<file path="config.mk">
export PLATFORM = sky130hd
export DESIGN_NAME = pairwise_gate_seq
export DESIGN_NICKNAME = d
export VERILOG_FILES = /design/src/rtl/pairwise_gate_seq.sv
export SDC_FILE = /design/constraint.sdc
export NUM_CORES = 1
export LEC_CHECK = 0
export CORE_UTILIZATION = 40
export CTS_CLUSTER_DIAMETER = 200
export DETAILED_ROUTE_END_ITERATION = 10
export HOLD_SLACK_MARGIN = 0.08
export PLACE_DENSITY_LB_ADDON = 0.25
export SYNTH_ARGS = -nofsm -noshare
export SYNTH_HDL_FRONTEND = slang
export SYNTH_SLANG_ARGS = --single-unit
</file>
<file path="constraint.sdc">
create_clock -name clk -period 1.4 [get_ports clk]
set_input_delay 0.28 -clock clk [delete_from_list [all_inputs] [get_ports clk]]
set_output_delay 0.28 -clock clk [all_outputs]
set_load 0.1 [all_outputs]
</file>
<file path="src/rtl/pairwise_gate_seq.sv">
// pairwise_gate_seq: accepts a 4-bit operand word and emits three result beats.
// The beats are the AND, OR and XNOR of each adjacent bit pair of the word,
// in that order. The last beat (XNOR) is flagged with out_last.
// Optional feature: define PAIRWISE_GATE_SEQ_CNT_EN to add the words_done port,
// a saturating count of fully emitted words.
module pairwise_gate_seq (
    input  logic       clk,
    input  logic       rst_n,
    input  logic [3:0] in_,
    input  logic       in_val,
    output logic       in_rdy,
    output logic [2:0] out_data,
    output logic [1:0] out_op,
    output logic       out_last,
    output logic       out_val,
    input  logic       out_rdy
`ifdef PAIRWISE_GATE_SEQ_CNT_EN
    ,
    output logic [7:0] words_done
`endif
);

    typedef enum logic [1:0] {
        IDLE   = 2'd0,
        S_AND  = 2'd1,
        S_OR   = 2'd2,
        S_XNOR = 2'd3
    } state_t;

    state_t     r_state;
    state_t     w_next_state;
    logic [3:0] r_word;
    logic       w_capture;
    logic       w_out_hs;

    // Bit k of each result combines word bits k and k+1.
    function automatic logic [2:0] pair_and(input logic [3:0] w);
        return w[2:0] & w[3:1];
    endfunction

    function automatic logic [2:0] pair_or(input logic [3:0] w);
        return w[2:0] | w[3:1];
    endfunction

    function automatic logic [2:0] pair_xnor(input logic [3:0] w);
        return ~(w[2:0] ^ w[3:1]);
    endfunction

    assign w_capture = in_val & in_rdy;
    assign w_out_hs  = out_val & out_rdy;

    // State register and captured operand word.
    always_ff @(posedge clk) begin
        if (!rst_n) begin
            r_state <= IDLE;
            r_word  <= 4'd0;
        end else begin
            r_state <= w_next_state;
            if (w_capture) begin
                r_word <= in_;
            end
        end
    end

    // Next-state decode and beat outputs; outputs are all-zero when no beat is valid.
    always_comb begin
        w_next_state = r_state;
        in_rdy       = 1'b0;
        out_val      = 1'b0;
        out_op       = 2'd0;
        out_data     = 3'd0;
        out_last     = 1'b0;
        case (r_state)
            IDLE: begin
                in_rdy = 1'b1;
                if (in_val) begin
                    w_next_state = S_AND;
                end
            end
            S_AND: begin
                out_val  = 1'b1;
                out_op   = 2'd0;
                out_data = pair_and(r_word);
                if (out_rdy) begin
                    w_next_state = S_OR;
                end
            end
            S_OR: begin
                out_val  = 1'b1;
                out_op   = 2'd1;
                out_data = pair_or(r_word);
                if (out_rdy) begin
                    w_next_state = S_XNOR;
                end
            end
            S_XNOR: begin
                out_val  = 1'b1;
                out_op   = 2'd2;
                out_data = pair_xnor(r_word);
                out_last = 1'b1;
                // A new word may be taken on the same edge the final beat leaves,
                // so back-to-back words stream with no idle cycle.
                in_rdy   = out_rdy;
                if (out_rdy) begin
                    w_next_state = in_val ? S_AND : IDLE;
                end
            end
            default: begin
                w_next_state = IDLE;
            end
        endcase
    end

`ifdef PAIRWISE_GATE_SEQ_CNT_EN
    logic [7:0] r_words_done;

    function automatic logic [7:0] sat_inc8(input logic [7:0] v);
        return (v == 8'hFF) ? v : v + 8'd1;
    endfunction

    // Count words whose final beat has been accepted downstream.
    always_ff @(posedge clk) begin
        if (!rst_n) begin
            r_words_done <= 8'd0;
        end else if (w_out_hs && out_last) begin
            r_words_done <= sat_inc8(r_words_done);
        end
    end

    assign words_done = r_words_done;
`else
    logic w_unused;
    assign w_unused = w_out_hs;
`endif

endmodule

</file>
==> results.sh <==
export IMPL_status="finished, violations left"
export IMPL_violations="negative setup slack"
export IMPL_die_w_um=39.2
export IMPL_gp_congestion=0.745
export IMPL_dpl_cell_area_mm2=0.00103
export IMPL_rows=13
export IMPL_rsz0062_at_grt="true"
export IMPL_clock_path_buffers=2
export IMPL_cp_start_kind="flip-flop"
export IMPL_syn_inst=66
export IMPL_stdcell_count=123
export IMPL_whs_ps=594
export IMPL_drive_gt1_frac=0.583
export IMPL_ioPinCount=16
export IMPL_hold_path_class="input pin to flip-flop"
export IMPL_ant_nets=0
export IMPL_htreeDepth=1
export IMPL_synth_fp_nets=87
export IMPL_drt_pass1_iter_count=4
export IMPL_hpwl_um=1250
export IMPL_worstSetupPathType="flip-flop to output pin"
export IMPL_worstPathArrival_ps=1810
export IMPL_endpoint_kind="output pin"
export IMPL_finalInstanceArea_mm2=0.00121
export IMPL_setup_slack_ps=-686
export IMPL_setup_viol=13
export IMPL_slew_headroom=0.731
export IMPL_ys_warnings_count=0
export IMPL_fin_crit_ps=2090
export IMPL_pre_cts_ws_ps=-318
export IMPL_report_final_hold_viol_count=0
export IMPL_antenna_found_initial=0
export IMPL_drv_cap=0
export IMPL_tightest_slew_ps=404
export IMPL_dpl_cell_count=116
export IMPL_wl_um=2590
export IMPL_grt_pass1_vias=633
export IMPL_coreArea_mm2=0.00130
export IMPL_layout_common_cells="16 x buf_4, 11 x nand2_1, 9 x buf_12, 8 x inv_1, 8 x buf_6"
export IMPL_cts_buffers=3
export IMPL_io_buffers=15
export IMPL_syn_avg_cell_area_um2=8.38
export IMPL_wl_per_cell_um=21.0
export IMPL_num_antenna_cells=0
export IMPL_die_area_mm2=0.00154
export IMPL_path_clk_slew_ps=60
export IMPL_worstSkewPairLatency_ps=280
export IMPL_grt_max_degree=11
export IMPL_fin_crit_sh=1.49
export IMPL_fin_skew_ps=19.1
export IMPL_drtIter0Drc=31
export IMPL_dieHeight_um=39.2
export IMPL_clock_root_buffer="clkbuf_4"
export IMPL_fmax_mhz=479
export IMPL_num_vias=668
export IMPL_synth_seq_area_share=0.217
export IMPL_drc=0
export IMPL_cts_tree="built"
export IMPL_synth_area_um2=553
export IMPL_fin_nets=130
export IMPL_synth_cell_type_count=17
export IMPL_start_util=0.425
export IMPL_viasPerCell=5.43
export IMPL_clock_sinks=6
export IMPL_grt_first_pass_wirelength_um=2920
export IMPL_ys_ff_latch=6
export IMPL_cp_max_fo=2
export IMPL_syn_to_final_growth_pct=119
export IMPL_overflow=0
export IMPL_required_ps=1120
export IMPL_drv_slew=0
export IMPL_final_common_cell="buf_4"
export IMPL_grt_usage=0.317
## cells by family after synthesis
| group | Yosys count | synth area share |
|---|---|---|
| AND/OR/NAND/NOR | 18 | 0.158 |
| flip-flops | 6 | 0.217 |
| adder cells (fa/ha/maj) | 13 | 0.294 |
| multiplexers | 5 | 0.0905 |
| AO/OA/AOI/OAI | 8 | 0.124 |
| buffers and inverters | 16 | 0.115 |
## per-stage QoR
stage                      util  TNS [ps]
after global routing      0.929     -3680
after global placement    0.795     -1440
after CTS                 0.874     -3280
final                     0.929     -3430
after floorplan               -     -1380
after detailed placement  0.795     -1890
## sequential cells by signal (all words and copies together), names as in the netlist
signal   cells
r_word       4
r_state      2
## Yosys cell counts
library cell | number | area share
or2_2 | 1 | 0.011
ha_1 | 13 | 0.29
a311oi_1 | 1 | 0.016
a21oi_2 | 1 | 0.016
a211oi_1 | 1 | 0.014
nor3b_4 | 1 | 0.034
nand2_1 | 11 | 0.075
buf_4 | 1 | 0.014
a31oi_1 | 1 | 0.011
o21bai_1 | 1 | 0.014
a222oi_1 | 3 | 0.054
nand2b_1 | 1 | 0.011
mux2i_1 | 5 | 0.091
inv_1 | 14 | 0.095
clkbuf_1 | 1 | 0.0068
dfxtp_1 | 6 | 0.22
nor2_1 | 4 | 0.027
## metal layers
metal	vias up	global-route usage	share of wire
li1	300	-	-
met5	-	0	0
met1	320	0.282	0.37
met4	0	0.284	0.052
met2	34	0.583	0.53
met3	14	0.0636	0.047
## final cells by class
| class | instances | area (um2) |
|---|---|---|
| Timing Repair Buffer | 40 | 460 |
| Inverter | 14 | 63.8 |
| Tap cell | 15 | 18.8 |
| Multi-Input combinational cell | 44 | 508 |
| Sequential cell | 6 | 131 |
| Fill cell | 46 | 92.6 |
| Clock buffer | 4 | 26.3 |
## worst max-delay path, stage by stage, from the launching register on
cell	delay, ps
dfxtp_2	340
inv_1	60
ha_1	300
inv_1	60
a222oi_1	370
buf_4	190
nor2_4	40
buf_12	150
## path summary, 6_finish.rpt
path	to	cells past startpoint	slack (ps)	start
worst max-delay path	out_data[2]	7	-690	r_word[3]
worst min-delay path	r_state[0]	3	590	rst_n
worst max register to register	r_state[0]	7	-140	r_state[1]
worst min register to register	r_word[2]	3	640	r_word[2]
## repair_timing
item	CTS	global route
buffers inserted	2	4
hold endpoints to repair	0	0
gates resized for setup	16	17
hold buffers	0	0
endpoints found under the setup margin	14	13
pin swaps	7	11
Power is left out: the tool's default activity adds up to more than one toggle a clock period on the data nets, which glitch-free logic cannot reach.
==> variant: new RTL, same settings <==
Encoding of `state_t`: now one-hot (4 bits for 4 states).
--- a/src/rtl/pairwise_gate_seq.sv
+++ b/src/rtl/pairwise_gate_seq.sv
@@ -22,7 +22,7 @@
 
-    typedef enum logic [1:0] {
-        IDLE   = 2'd0,
-        S_AND  = 2'd1,
-        S_OR   = 2'd2,
-        S_XNOR = 2'd3
+    typedef enum logic [3:0] {
+        IDLE   = 4'b0001,
+        S_AND  = 4'b0010,
+        S_OR   = 4'b0100,
+        S_XNOR = 4'b1000
     } state_t;
Behaviour: same outputs for any inputs over 10 cycles, from zero or initial values and one cycle with rst_n low; not proved beyond that.
==> variant against the unedited design <==
The run still ends with setup timing left. Setup slack gained 140 ps. Worst hold slack lost 92 ps. Wire length shrank 31%. Synthesized area grew 0.23%. Critical path depth shrank 4. Fmax grew 7.2%. Sequential share of layout area grew 4.4 points. Sequential cell count grew 2. Utilization shrank 7.2 points. Clock skew shrank 16 ps. Final cell count shrank 4.1%. Design area shrank 7.8%. Critical path type unchanged.
Power is left out: it rests on default switching activity, and per cell area and clock period it moved more than threefold.
==> variant: results (changes against the unedited design) <==
status: "finished, violations left"
failed_checks: "setup timing"
syn_to_final_growth_pct: 101.1
fin_nets: 118  # -9.2%
slowest_delay_ps: 640  # +270 ps
syn_nets: 81  # -6.9%
clk_share_pct: 2.357  # +0.18 points
grt_pass1_wl_um: 2256  # -23%
cts.sinks: 8  # +2
finClkSkew_ps: 2.629  # -16.46 ps
grt_pass1_vias: 548  # -13%
buffers: 36  # -10%
netlist_top_cells_count: "9 x inv_1, 8 x dfxtp_1, 7 x nand2_1"
drive_above_1_share_pct: 51.46  # -6.9 points
crit_arrival_ps: 1670  # -140 ps
antenna_found_initial: 0  # unchanged
antenna_cells: 0  # unchanged
grt_max_degree: 10  # -1
multi_input_gates: 46  # +4.5%
place_inst: 112  # -3.4%
syn-instance-count: 67  # +1.5%
synth_area_leaders: "dfxtp_1 29%, ha_1 14%, inv_1 6.1%"
multi_input_area_um2: 449.2  # -12%
path_max_fanout: 6  # +4
num_vias: 615  # -7.9%
slowest_stage: "or4b_4"
ys_warn_count: 0  # unchanged
crit_family: "simple AND/OR/NAND/NOR gates"
placed_area_um2: 1011  # -2.3%
n_fill_cell: 73  # +59%
setup_slack_ps: -545.6  # +140.1 ps
synth.area.mux_share_pct: 1.806  # -7.2 points
largestRegisters: "r_state (4), r_word (4)"
dieWidth_um: 39.23  # +0.10%
synth_xor_area_share_pct: 0  # unchanged
clock_insertion_delay_worst_skew_ps: 260  # -20 ps
dp_hpwl_um: 1120  # -11%
root_buffer: "clkbuf_4"
setup_tns_ps: -4556  # -1127 ps
synth_compound_area_share_pct: 22.35  # +9.9 points
worst_hold_path.num_cells: 2  # -1
grt_usage_pct: 21.90  # -9.8 points
synthAdderAreaFrac_pct: 13.54  # -16 points
routed_wl_um: 1793  # -31%
route.detailed.wl_per_inst_um: 15.19  # -28%
hold_path.class: "register to register"
slew_headroom_pct: 80.82  # +7.7 points
buf_share_pct: 36.48  # -1.6 points
drt_iter0_drc: 8  # -74%
async_flop_share_pct: 0  # unchanged
yosysSeqAreaShare_pct: 28.89  # +7.2 points
post-place-ws_ps: -320.3  # -2.004 ps
setup_viol: 15  # +2
sh_seq_area_pct: 15.26  # +4.4 points
inv_count: 9  # -5
gp_congestion: 0.8060  # +8.2%
synth_cell_types: 30  # +13
==> variant: routing by layer <==
layer  share of wire [%]  GRT usage (%)  vias to the layer above
met2                  53          40.42                       17
met4                 1.5          7.759                        0
li1                    -              -                      307
met5                   0              0                        -
met3                 2.4          1.734                        2
met1                  43          25.77                      289
==> variant: what timing repair did <==
action / 4_1_cts / 5_1_grt
gates resized for setup: 7 / 12
endpoints found under the setup margin: 14 / 15
pin swaps: 1 / 3
setup buffers: 3 / 1
==> variant: worst paths after layout <==
kind | slack (ps) | endpoint | from
hold reg to reg | 500 | r_word[3] | r_word[3]
hold / removal | 500 | r_word[3] | r_word[3]
setup / recovery | -550 | out_data[1] | r_state[3]
setup reg to reg | -170 | r_word[3] | r_state[0]
==> variant: worst min-delay path, stage by stage (launching register included) <==
cell	delay, ps
dfxtp_1	340
nand2_1	60
o21ai_0	60
